File: config.mk
export PLATFORM = sky130hd
export DESIGN_NAME = binary_adder_4bit_flat
export DESIGN_NICKNAME = d
export VERILOG_FILES = /design/src/rtl/binary_adder_4bit_pkg.sv /design/src/rtl/binary_adder_4bit_if.sv /design/src/rtl/binary_adder_4bit_full_adder.sv /design/src/rtl/binary_adder_4bit.sv /design/src/flat_wrapper.sv
export SDC_FILE = /design/constraint.sdc
export NUM_CORES = 1
export LEC_CHECK = 0
export CAP_MARGIN = 15
export CORE_AREA = 2 2 39 41
export DETAILED_ROUTE_END_ITERATION = 10
export DIE_AREA = 0 0 41 43
export PLACE_DENSITY = 0.67
export SYNTH_ARGS = -nofsm -noshare
export SYNTH_HDL_FRONTEND = slang
export SYNTH_SLANG_ARGS = --single-unit
File: constraint.sdc
create_clock -name clk -period 2 [get_ports clk]
set_input_delay 0.2 -clock clk [delete_from_list [all_inputs] [get_ports clk]]
set_output_delay 0.2 -clock clk [all_outputs]
set_load 0.005 [all_outputs]
File: src/rtl/binary_adder_4bit_pkg.sv
// binary_adder_4bit_pkg: shared width default for the registered ripple adder
package binary_adder_4bit_pkg;
  localparam int DEF_WIDTH = 4;
endpackage

File: src/rtl/binary_adder_4bit_if.sv
// binary_adder_4bit_if: operand strobe and registered result bundle
interface binary_adder_4bit_if
  import binary_adder_4bit_pkg::*;
#(
  parameter int WIDTH = DEF_WIDTH
) ();
  logic             in_valid;
  logic [WIDTH-1:0] a;
  logic [WIDTH-1:0] b;
  logic             c_in;
  logic [WIDTH-1:0] s;
  logic             c_out;
  logic             overflow;
  logic             zero;
  logic             out_valid;
  modport master (
    output in_valid, a, b, c_in,
    input  s, c_out, overflow, zero, out_valid
  );
  modport slave (
    input  in_valid, a, b, c_in,
    output s, c_out, overflow, zero, out_valid
  );
endinterface

File: src/rtl/binary_adder_4bit_full_adder.sv
// full_adder: 1-bit sum and majority carry cell
module full_adder (
  input  logic a,
  input  logic b,
  input  logic c_in,
  output logic s,
  output logic c_out
);
  assign s = a ^ b ^ c_in;
  assign c_out = (a & b) | (a & c_in) | (b & c_in);
endmodule

File: src/rtl/binary_adder_4bit.sv
// binary_adder_4bit: ripple-carry adder with one-cycle registered sum and flags
module binary_adder_4bit
  import binary_adder_4bit_pkg::*;
#(
  parameter int WIDTH = DEF_WIDTH
) (
  input logic clk,
  input logic rst_n,
  binary_adder_4bit_if.slave bus
);
  logic [WIDTH:0]   carry;
  logic [WIDTH-1:0] sum;
  assign carry[0] = bus.c_in;
  for (genvar i = 0; i < WIDTH; i++) begin : g_fa
    full_adder u_fa (
      .a(bus.a[i]),
      .b(bus.b[i]),
      .c_in(carry[i]),
      .s(sum[i]),
      .c_out(carry[i+1])
    );
  end
  // Result registers only load on a strobe, so idle-cycle garbage never reaches them
  always_ff @(posedge clk) begin
    if (!rst_n) begin
      bus.s <= '0;
      bus.c_out <= 1'b0;
      bus.overflow <= 1'b0;
      bus.zero <= 1'b0;
      bus.out_valid <= 1'b0;
    end else begin
      bus.out_valid <= bus.in_valid;
      if (bus.in_valid) begin
        bus.s <= sum;
        bus.c_out <= carry[WIDTH];
        bus.overflow <= carry[WIDTH] ^ carry[WIDTH-1];
        bus.zero <= ~|sum;
      end
    end
  end
endmodule

File: src/flat_wrapper.sv
// flat-port wrapper written by rule: the top's interface ports become plain ports
module binary_adder_4bit_flat import binary_adder_4bit_pkg::*;
#(
  parameter int WIDTH = DEF_WIDTH
)
  (clk, rst_n, bus_in_valid, bus_a, bus_b, bus_c_in, bus_s, bus_c_out, bus_overflow, bus_zero, bus_out_valid);
  binary_adder_4bit_if #(.WIDTH(WIDTH)) bus_i ();
  input logic clk;
  input logic rst_n;
  input wire logic [$bits(bus_i.in_valid)-1:0] bus_in_valid;
  input wire logic [$bits(bus_i.a)-1:0] bus_a;
  input wire logic [$bits(bus_i.b)-1:0] bus_b;
  input wire logic [$bits(bus_i.c_in)-1:0] bus_c_in;
  output wire logic [$bits(bus_i.s)-1:0] bus_s;
  output wire logic [$bits(bus_i.c_out)-1:0] bus_c_out;
  output wire logic [$bits(bus_i.overflow)-1:0] bus_overflow;
  output wire logic [$bits(bus_i.zero)-1:0] bus_zero;
  output wire logic [$bits(bus_i.out_valid)-1:0] bus_out_valid;
  assign bus_i.in_valid = bus_in_valid;
  assign bus_i.a = bus_a;
  assign bus_i.b = bus_b;
  assign bus_i.c_in = bus_c_in;
  assign bus_s = bus_i.s;
  assign bus_c_out = bus_i.c_out;
  assign bus_overflow = bus_i.overflow;
  assign bus_zero = bus_i.zero;
  assign bus_out_valid = bus_i.out_valid;
  binary_adder_4bit #(.WIDTH(WIDTH)) u_core (.clk(clk), .rst_n(rst_n), .bus(bus_i));
endmodule
==> impl_metrics.ini <==
[routing]
ant_nets = 0
drt_wl_total_um = 776
drc_errors = 0
drtIter0Drc = 0
via_per_inst = 4.329
drt-pass1-iter-count = 1
via_count = 329
wl_per_cell_um = 10.21

[clock_tree]
postCtsSetupBuffers = 0
cts.root.buffer_cell = clkbuf_4
cts_tree = yes
clk_latency_ns = 0.25
clk_path_buf_depth = 2
cts-buffers-inserted = 3
clock-sinks = 8
htreeDepth = 1
clk_pin_slew_ns = 0.05

[synthesis]
yosys.area.top_type = dfxtp_1
synth_seq_cells = 8
synthCells = 38
yosys_warnings = 0
synth_top_area_share_pct = 38.55
yosys-top-cells-area = dfxtp_1 (39%), fa_1 (19%), o211a_1 (7.2%), inv_1 (7.2%), mux2i_1 (4.8%)
syn_avg_cell_area_sq_um = 10.93
syn-num-nets = 54
synth.cell_area_sq_um = 415.4
synthDistinctLibCells = 13
seq_area_frac_synth_pct = 38.55

[min_path]
hold_path.class = reg -> reg
hold_path_startpoint = u_core.bus.s[0]

[sta]
relSlewSlack_pct = 67.57
min_period_ns = 1.897
fin_skew_ns = 0
setup_ws_ns = 0.1033
finalHoldViolations = 0
whs_ns = 0.4828
tightest_slew_ns = 0.4849
report.final.slew_viol_count = 0
tns_ns = 0
fin_crit_sh_pct = 94.84
rsz0062_at_grt = no
setup_viol_count_final = 0
fmax_mhz = 527.2

[placed_design]
io_buffer_count = 19
gp_congestion = 0.6630
place_worst_setup_slack_ns = -0.4519
dp_hpwl_um = 610.5

[floorplan]
io_pins = 20
dieWidth_um = 41
rows = 14
coreArea_sq_um = 1384
start_util_pct = 30.02
dieArea_sq_um = 1763
die_h_um = 43

[global_route]
grt_max_degree = 12
grt_pass1_wl_um = 1283
grt_pass1_vias = 317
antenna_found_initial = 0
track_usage_pct = 11.21
overflow = 0

[critical_path]
rr_startpoint = u_core.bus.c_out
arrival_ns = 2.09
critPathCaptureType = register
worstPathRequired_ns = 2.20
crit_path_max_fanout = 2
cp-start-kind = input pin
startpoint = bus_b[1]
path_class = in -> reg
r2r_slack_ns = 1.38

[finish]
final_cell_mix = clkdlybuf4s50_1 (16), dfxtp_1 (8), inv_2 (5)
drive_gt1_share_pct = 25.00
area_growth_pct = 55.72
layout_commonest_cell = clkdlybuf4s50_1
diodes = 0
fillers = 140
nets = 78

[pwr]
ir_drop_v = 0.0003398
leakage_nw = 0.3017
p_per_area_nw_per_um2 = 642.2
finalPower_uw = 415.4

[flow_run]
cap_violations = 0

[outcome]
status = finished clean
## state kept, by name, summed over array words and instances, names as in the netlist
name and cells:
u_core.bus.out_valid 1, u_core.bus.overflow 1, u_core.bus.zero 1, u_core.bus.s 4, u_core.bus.c_out 1
## layout make-up
class / instances / area, sq um / share of cell area (%)
Inverter: 8 / 30.03 / 4.642
Tap cell: 16 / 20.02 / 3.095
Multi-Input combinational cell: 21 / 221.5 / 34.24
Timing Repair Buffer: 20 / 192.7 / 29.79
Clock buffer: 3 / 22.52 / 3.482
Sequential cell: 8 / 160.2 / 24.76
## repair_timing
action                     in CTS  in global routing
setup endpoints to repair       4                  2
hold buffers                    0                  0
hold endpoints to repair        0                  0
pin swaps                       6                  6
gates cloned                    0                  0
resized for setup              13                  2
## stage by stage
| stage | cells | cell area (sq um) | util [%] |
|---|---|---|---|
| global placement | 73 | 621.8 | 44.94 |
| CTS | 76 | 645.6 | 46.65 |
| floorplan | 38 | 415.4 | - |
| finish | 76 | 646.9 | 46.75 |
| global route | 76 | 646.9 | 46.75 |
| detailed placement | 73 | 621.8 | 44.94 |
## worst max-delay path, cell delays in order
cell,delay [ns]
clkdlybuf4s50_1,0.44
fa_2,0.40
fa_2,0.35
inv_2,0.06
fa_1,0.42
nand2_1,0.08
o211a_1,0.14
## worst paths after layout
| kind | end | cells after the start |
|---|---|---|
| max | u_core.bus.s[3] | 7 |
| min | u_core.bus.s[0] | 1 |
| max reg2reg | u_core.bus.c_out | 1 |
| min reg2reg | u_core.bus.s[0] | 1 |
## synthesized netlist by cell type
master,number
xor2_1,1
nand2_4,1
buf_6,1
o21ai_0,1
nor2b_1,2
o211a_1,3
o41ai_2,1
inv_1,8
nand3b_1,2
fa_1,4
dfxtp_1,8
nand2_1,4
mux2i_1,2
## power by group
part | switching (mW) | total, mW | internal, mW
registers | 0.00603 | 0.179 | 0.173
clock network | 0.0530 | 0.122 | 0.0685
logic | 0.0446 | 0.115 | 0.0701
## per-layer routing
layer | up-vias | share of wire [%] | global-route usage (%)
met5 | - | 0 | 0
met4 | 0 | 0 | 2.000
met3 | 0 | 6.6 | 7.853
met2 | 11 | 50 | 17.19
met1 | 152 | 44 | 12.46
li1 | 166 | - | -
## logic make-up after synthesis
group	count (synthesis)	share of synthesized area (%)
buffers and inverters	9	9.940
AND/OR/NAND/NOR	9	12.95
flip-flops	8	38.55
AO/OA/AOI/OAI	5	12.35
multiplexers	2	4.819
XOR/XNOR	1	2.109
adder cells (fa/ha/maj)	4	19.28
(Power assumes the default switching activity.)
